--- config.mk ---
export PLATFORM = sky130hd
export DESIGN_NAME = uart_rx
export DESIGN_NICKNAME = d
export VERILOG_FILES = /design/src/rtl/uart_pkg.sv /design/src/rtl/uart_sync.sv /design/src/rtl/uart_rx.sv
export SDC_FILE = /design/constraint.sdc
export NUM_CORES = 1
export LEC_CHECK = 0
export ABC_AREA = 0
export ABC_CLOCK_PERIOD_IN_PS = 2700
export CORE_MARGIN = 1.5
export CORE_UTILIZATION = 40
export CTS_CLUSTER_SIZE = 40
export DETAILED_ROUTE_END_ITERATION = 10
export SETUP_SLACK_MARGIN = 0.02
export SYNTH_ARGS = -nofsm -noshare
export SYNTH_HDL_FRONTEND = slang
export SYNTH_SLANG_ARGS = --single-unit
--- constraint.sdc ---
create_clock -name clk -period 2.7 [get_ports clk]
set_input_delay 0.675 -clock clk [delete_from_list [all_inputs] [get_ports clk]]
set_output_delay 0.675 -clock clk [all_outputs]
set_load 0.01 [all_outputs]
--- src/rtl/uart_pkg.sv ---
`default_nettype none
// +----------------------------------------------------------------------------+
// | Module      : uart_pkg                                                     |
// | Description : Shared UART constants: FSM encoding and default tick counts. |
// | Revision    : 1.0 - initial release                                        |
// +----------------------------------------------------------------------------+
package uart_pkg;

    localparam int c_DATA_BITS = 9;
    localparam int c_SP_TICKS  = 16;
    localparam int c_ST_TICKS  = 8;
    localparam int c_DT_TICKS  = 16;

    typedef logic [1:0] uart_state_t;

    localparam logic [1:0] c_ST_IDLE  = 2'd0;
    localparam logic [1:0] c_ST_START = 2'd1;
    localparam logic [1:0] c_ST_DATA  = 2'd2;
    localparam logic [1:0] c_ST_STOP  = 2'd3;

    function automatic int uart_max(input int a, input int b);
        return (a > b) ? a : b;
    endfunction

endpackage
`default_nettype wire

--- src/rtl/uart_sync.sv ---
`default_nettype none
// +----------------------------------------------------------------------------+
// | Module      : uart_sync                                                    |
// | Description : Two-flop synchronizer for the idle-high serial line.         |
// | Revision    : 1.0 - initial release                                        |
// +----------------------------------------------------------------------------+
module uart_sync (
    input  logic clk,
    input  logic Reset_n,
    input  logic i_d,
    output logic o_q
);

    logic meta_q;
    logic sync_q;

    always_ff @(posedge clk or negedge Reset_n) begin
        if (!Reset_n) begin
            meta_q <= 1'b1;
            sync_q <= 1'b1;
        end else begin
            meta_q <= i_d;
            sync_q <= meta_q;
        end
    end

    assign o_q = sync_q;

endmodule
`default_nettype wire

--- src/rtl/uart_rx.sv ---
`default_nettype none
// +----------------------------------------------------------------------------+
// | Module      : uart_rx                                                      |
// | Description : Oversampling UART receiver with even-parity and stop checks. |
// | Revision    : 1.0 - initial release                                        |
// +----------------------------------------------------------------------------+
module uart_rx
    import uart_pkg::*;
#(
    parameter int Data_bits = c_DATA_BITS,
    parameter int Sp_ticks  = c_SP_TICKS,
    parameter int St_ticks  = c_ST_TICKS,
    parameter int Dt_ticks  = c_DT_TICKS
) (
    input  logic                 clk,
    input  logic                 Reset_n,
    input  logic                 rx,
    input  logic                 s_ticks,
    output logic [Data_bits-2:0] data_out,
    output logic                 rx_done_tick,
    output logic                 parity_err,
    output logic                 frame_err
);

    localparam int c_W         = Data_bits - 1;
    localparam int c_START_MID = St_ticks / 2 - 1;
    localparam int c_FIRST     = St_ticks / 2 + Dt_ticks / 2 - 1;
    localparam int c_DT_LAST   = Dt_ticks - 1;
    localparam int c_STOP_MID  = Dt_ticks / 2 + Sp_ticks / 2 - 1;
    localparam int c_MAX_CNT   = uart_max(uart_max(c_START_MID, c_FIRST),
                                          uart_max(c_DT_LAST, c_STOP_MID));
    localparam int c_CW        = $clog2(c_MAX_CNT + 1);
    localparam int c_BW        = $clog2(Data_bits + 1);

    localparam logic [c_CW-1:0] c_CNT_START_MID = c_CW'(c_START_MID);
    localparam logic [c_CW-1:0] c_CNT_FIRST     = c_CW'(c_FIRST);
    localparam logic [c_CW-1:0] c_CNT_DT_LAST   = c_CW'(c_DT_LAST);
    localparam logic [c_CW-1:0] c_CNT_STOP_MID  = c_CW'(c_STOP_MID);
    localparam logic [c_BW-1:0] c_BIT_PAR       = c_BW'(Data_bits - 1);

    logic              rx_s;
    uart_state_t       state_q,     state_d;
    logic [c_CW-1:0]   cnt_q,       cnt_d;
    logic [c_BW-1:0]   bit_q,       bit_d;
    logic [c_W-1:0]    shreg_q,     shreg_d;
    logic              xor_q,       xor_d;
    logic              perr_pend_q, perr_pend_d;
    logic              rx_prev_q;
    logic [c_W-1:0]    data_q,      data_d;
    logic              done_q,      done_d;
    logic              perr_q,      perr_d;
    logic              ferr_q,      ferr_d;
    logic [c_CW-1:0]   w_data_target;
    logic [c_W:0]      w_shift;

    uart_sync u_sync (
        .clk     (clk),
        .Reset_n (Reset_n),
        .i_d     (rx),
        .o_q     (rx_s)
    );

    // First data sample is offset by half a start bit; the rest are a full bit apart.
    assign w_data_target = (bit_q == '0) ? c_CNT_FIRST : c_CNT_DT_LAST;
    assign w_shift       = {rx_s, shreg_q};

    always_comb begin
        state_d     = state_q;
        cnt_d       = cnt_q;
        bit_d       = bit_q;
        shreg_d     = shreg_q;
        xor_d       = xor_q;
        perr_pend_d = perr_pend_q;
        data_d      = data_q;
        done_d      = 1'b0;
        perr_d      = perr_q;
        ferr_d      = ferr_q;
        case (state_q)
            c_ST_IDLE: begin
                if (rx_prev_q && !rx_s) begin
                    cnt_d   = '0;
                    state_d = c_ST_START;
                end
            end
            c_ST_START: begin
                if (s_ticks) begin
                    if (cnt_q == c_CNT_START_MID) begin
                        cnt_d = '0;
                        if (rx_s) begin
                            state_d = c_ST_IDLE;
                        end else begin
                            bit_d   = '0;
                            xor_d   = 1'b0;
                            state_d = c_ST_DATA;
                        end
                    end else begin
                        cnt_d = cnt_q + c_CW'(1);
                    end
                end
            end
            c_ST_DATA: begin
                if (s_ticks) begin
                    if (cnt_q == w_data_target) begin
                        cnt_d = '0;
                        if (bit_q == c_BIT_PAR) begin
                            perr_pend_d = rx_s ^ xor_q;
                            state_d     = c_ST_STOP;
                        end else begin
                            shreg_d = w_shift[c_W:1];
                            xor_d   = xor_q ^ rx_s;
                            bit_d   = bit_q + c_BW'(1);
                        end
                    end else begin
                        cnt_d = cnt_q + c_CW'(1);
                    end
                end
            end
            c_ST_STOP: begin
                if (s_ticks) begin
                    if (cnt_q == c_CNT_STOP_MID) begin
                        cnt_d   = '0;
                        data_d  = shreg_q;
                        perr_d  = perr_pend_q;
                        ferr_d  = ~rx_s;
                        done_d  = 1'b1;
                        state_d = c_ST_IDLE;
                    end else begin
                        cnt_d = cnt_q + c_CW'(1);
                    end
                end
            end
            default: state_d = c_ST_IDLE;
        endcase
    end

    always_ff @(posedge clk or negedge Reset_n) begin
        if (!Reset_n) begin
            state_q     <= c_ST_IDLE;
            cnt_q       <= '0;
            bit_q       <= '0;
            shreg_q     <= '0;
            xor_q       <= 1'b0;
            perr_pend_q <= 1'b0;
            rx_prev_q   <= 1'b1;
            data_q      <= '0;
            done_q      <= 1'b0;
            perr_q      <= 1'b0;
            ferr_q      <= 1'b0;
        end else begin
            state_q     <= state_d;
            cnt_q       <= cnt_d;
            bit_q       <= bit_d;
            shreg_q     <= shreg_d;
            xor_q       <= xor_d;
            perr_pend_q <= perr_pend_d;
            rx_prev_q   <= rx_s;
            data_q      <= data_d;
            done_q      <= done_d;
            perr_q      <= perr_d;
            ferr_q      <= ferr_d;
        end
    end

    assign data_out     = data_q;
    assign rx_done_tick = done_q;
    assign parity_err   = perr_q;
    assign frame_err    = ferr_q;

endmodule
`default_nettype wire
==> results_dict.tcl <==
set metrics [dict create \
    synth_cells 126 \
    syn_nets 133 \
    synthToLayoutAreaGrowth_pct 21.20 \
    endpoint_kind "flop" \
    clk_pin_slew_ns 0.07 \
    synthDistinctLibCells 40 \
    fmax_ghz 0.4577 \
    die-area_um2 4248 \
    critical_path_buf_inv_count 1 \
    drt_iter0_markers 46 \
    clockBufferDepth 2 \
    numPortBuffers 14 \
    grt_pass1_vias 1043 \
    diodes 0 \
    clk-insertion-delay-late_ns 0.28 \
    cts_setup_buffers 0 \
    rows 22 \
    yosysWarnings 0 \
    outcome "complete, no violations" \
    synth_edf_count 0 \
    routed_wl_mm 2.702 \
    cts.htree.levels 2 \
    crit_fanout 8 \
    die_h_um 65.18 \
    syn_area_um2 1546 \
    dp_hpwl_mm 1.842 \
    period_share 0.8091 \
    arrival_ns 2.34 \
    post-route-util 0.5081 \
    io_pins 15 \
    numClockSinks 34 \
    cts_tree "yes" \
    crit_path_max_incr_delay_ns 0.42 \
    grt_usage 0.1521 \
    hold_buffers 0 \
    cpMaxStageDelayCell "a221o_1" \
    final-setup-viol-count 0 \
    ir_drop_mv 0.3277 \
    finalHoldViolations 0 \
    crit_family "compound AO/OA/AOI/OAI gates" \
    async_flop_share 1.000 \
    drive_above_1_share 0.2639 \
    min_period_ns 2.185 \
    vias_per_cell 5.354 \
    crit_top_cell "a221o_1" \
    gp_congestion 0.7841 \
    wl_per_cell_um 14.07 \
    coreArea_um2 3689 \
    numCtsBuffers 5 \
    hold_class "reg -> reg" \
    setup.worst_path.class "reg -> reg" \
    yosysSeqAreaShare 0.5526 \
    skew_ns 0.006739 \
    worstMarginPinSlew_ns 0.5026 \
    ys_seq_elements 34 \
    vias 1028 \
    start_kind "flop" \
    drt_first_pass_iters 4 \
    power_uw 1408 \
    syn_area_per_cell_um2 12.27 \
    path_cells "inv_1 -> ha_1 -> nor3b_1 -> mux2_4 -> a221o_1 -> a221o_1" \
    initial_core_util 0.4193 \
    slew_violations 0 \
    grt_max_degree 35 \
    dieWidth_um 65.18 \
    slew_headroom 0.6646 \
    gr-total-overflow 0 \
    total_leakage_power_uw 0.0008431 \
    nNetsFinal 150 \
    ys.flop_type "dfrtp_1" \
    antenna_found_initial 0 \
    post-route-drc-count 0 \
    post_cts_resized 0 \
    tns_ns 0 \
    fill_cells 342 \
    power_density_nw_per_um2 751.3 \
    max-cap-violations 0 \
    antenna_left 0 \
    required_ns 2.86 \
    rsz0062_at_grt "false" \
    grt_pass1_wl_mm 4.871 \
    root_buffer "clkbuf_8" \
]
worst register-to-register path, cell delays in order, from the launching register on:
cell and delay [ns]:
dfrtp_1 0.40, inv_1 0.08, ha_1 0.15, nor3b_1 0.25, mux2_4 0.38, a221o_1 0.42
a221o_1 0.38
path summary, 6_finish.rpt:
path                                         to                     from  depth (start not counted)  slack, ns
max in group asynchronous   rx_prev_q$_DFF_PN1_                  Reset_n                          2       1.56
hold / removal             u_sync.o_q$_DFF_PN1_  u_sync.meta_q$_DFF_PN1_                          0       0.36
hold reg to reg            u_sync.o_q$_DFF_PN1_  u_sync.meta_q$_DFF_PN1_                          0       0.36
setup / recovery           bit_q[2]$_DFFE_PN0P_     bit_q[1]$_DFFE_PN0P_                          6       0.52
min in group asynchronous             async pin                  Reset_n                          2       0.80
setup reg to reg           bit_q[2]$_DFFE_PN0P_     bit_q[1]$_DFFE_PN0P_                          6       0.52
layout by cell type, fill, tap and decap left out, drive strengths merged, types with 2 or more instances in the layout:
master         netlist  routed
nand3b               2       2
dfrtp               31      31
nand3                5       5
mux2                21      21
o2111ai              2       2
o211ai               3       3
nor2                 6       6
nand2                8       8
clkbuf               2       6
ha                   3       3
bufinv               0       2
dfstp                3       3
nand2b               2       2
inv                  6       6
clkdlybuf4s50        0      14
o21ai                6       6
or2                  2       2
a221o                2       2
nor2b                2       2
metrics by stage:
step	setup WS, ns	instances	area [um^2]	hold WS [ns]
floorplan	0.6781	126	1546	0.3452
global placement	0.3896	184	1732	0.3464
detailed placement	0.3344	184	1732	0.3472
CTS	0.4965	192	1874	0.3578
global route	0.4024	192	1874	0.3669
finish	0.5154	192	1874	0.3565
power breakdown:
part           switching (uW)  total, uW  internal (uW)
logic                     111        196           85.0
clock network             177        571            394
registers                81.9        641            559
total                     371       1410           1040
final cells by class:
cell class                 count  area, um^2  share of cell area
clock buffer                   6       82.58             0.04406
sequential                    34       854.6              0.4559
inverter                       6       22.52             0.01202
multi-input combinational     81       646.9              0.3451
timing repair buffer          15       147.6             0.07877
tap                           48       60.06             0.03204
clock inverter                 2       60.06             0.03204
synthesized netlist by cell type, drive strengths merged (2+ instances only):
cell type,n,share of area
dfrtp,31,0.50
mux2,21,0.16
nand2,8,0.019
inv,6,0.015
nor2,6,0.016
o21ai,6,0.019
nand3,5,0.024
buf,3,0.0097
dfstp,3,0.051
ha,3,0.024
o211ai,3,0.015
a221o,2,0.013
clkbuf,2,0.0049
nand2b,2,0.0081
nand3b,2,0.0097
nor2b,2,0.0081
o2111ai,2,0.011
or2,2,0.0081
registers in the layout, indices dropped and copies added (netlist names), 4 cells and up, named ones only:
| register | count |
|---|---|
| data_out | 8 |
| bit_q | 4 |
| shreg_q | 8 |
| cnt_q | 4 |
cells by family (layout without fill, tap and decap cells):
kind of cell,after synthesis,in the layout,share of synthesized area
AO/OA/AOI/OAI,21,21,0.09952
XOR/XNOR,1,1,0.005664
adder cells (fa/ha/maj),3,3,0.02427
buffers and inverters,11,29,0.02912
flip-flops,34,34,0.5526
multiplexers,22,22,0.1618
AND/OR/NAND/NOR,34,34,0.1270
layer usage:
| layer | vias to the layer above | GRT usage | share of wire |
|---|---|---|---|
| met2 | 19 | 0.2309 | 0.47 |
| li1 | 489 | - | - |
| met5 | - | 0 | 0 |
| met1 | 514 | 0.2018 | 0.47 |
| met3 | 6 | 0.04281 | 0.038 |
| met4 | 0 | 0.07031 | 0.020 |
No activity file was read; power rests on OpenSTA's default activity.
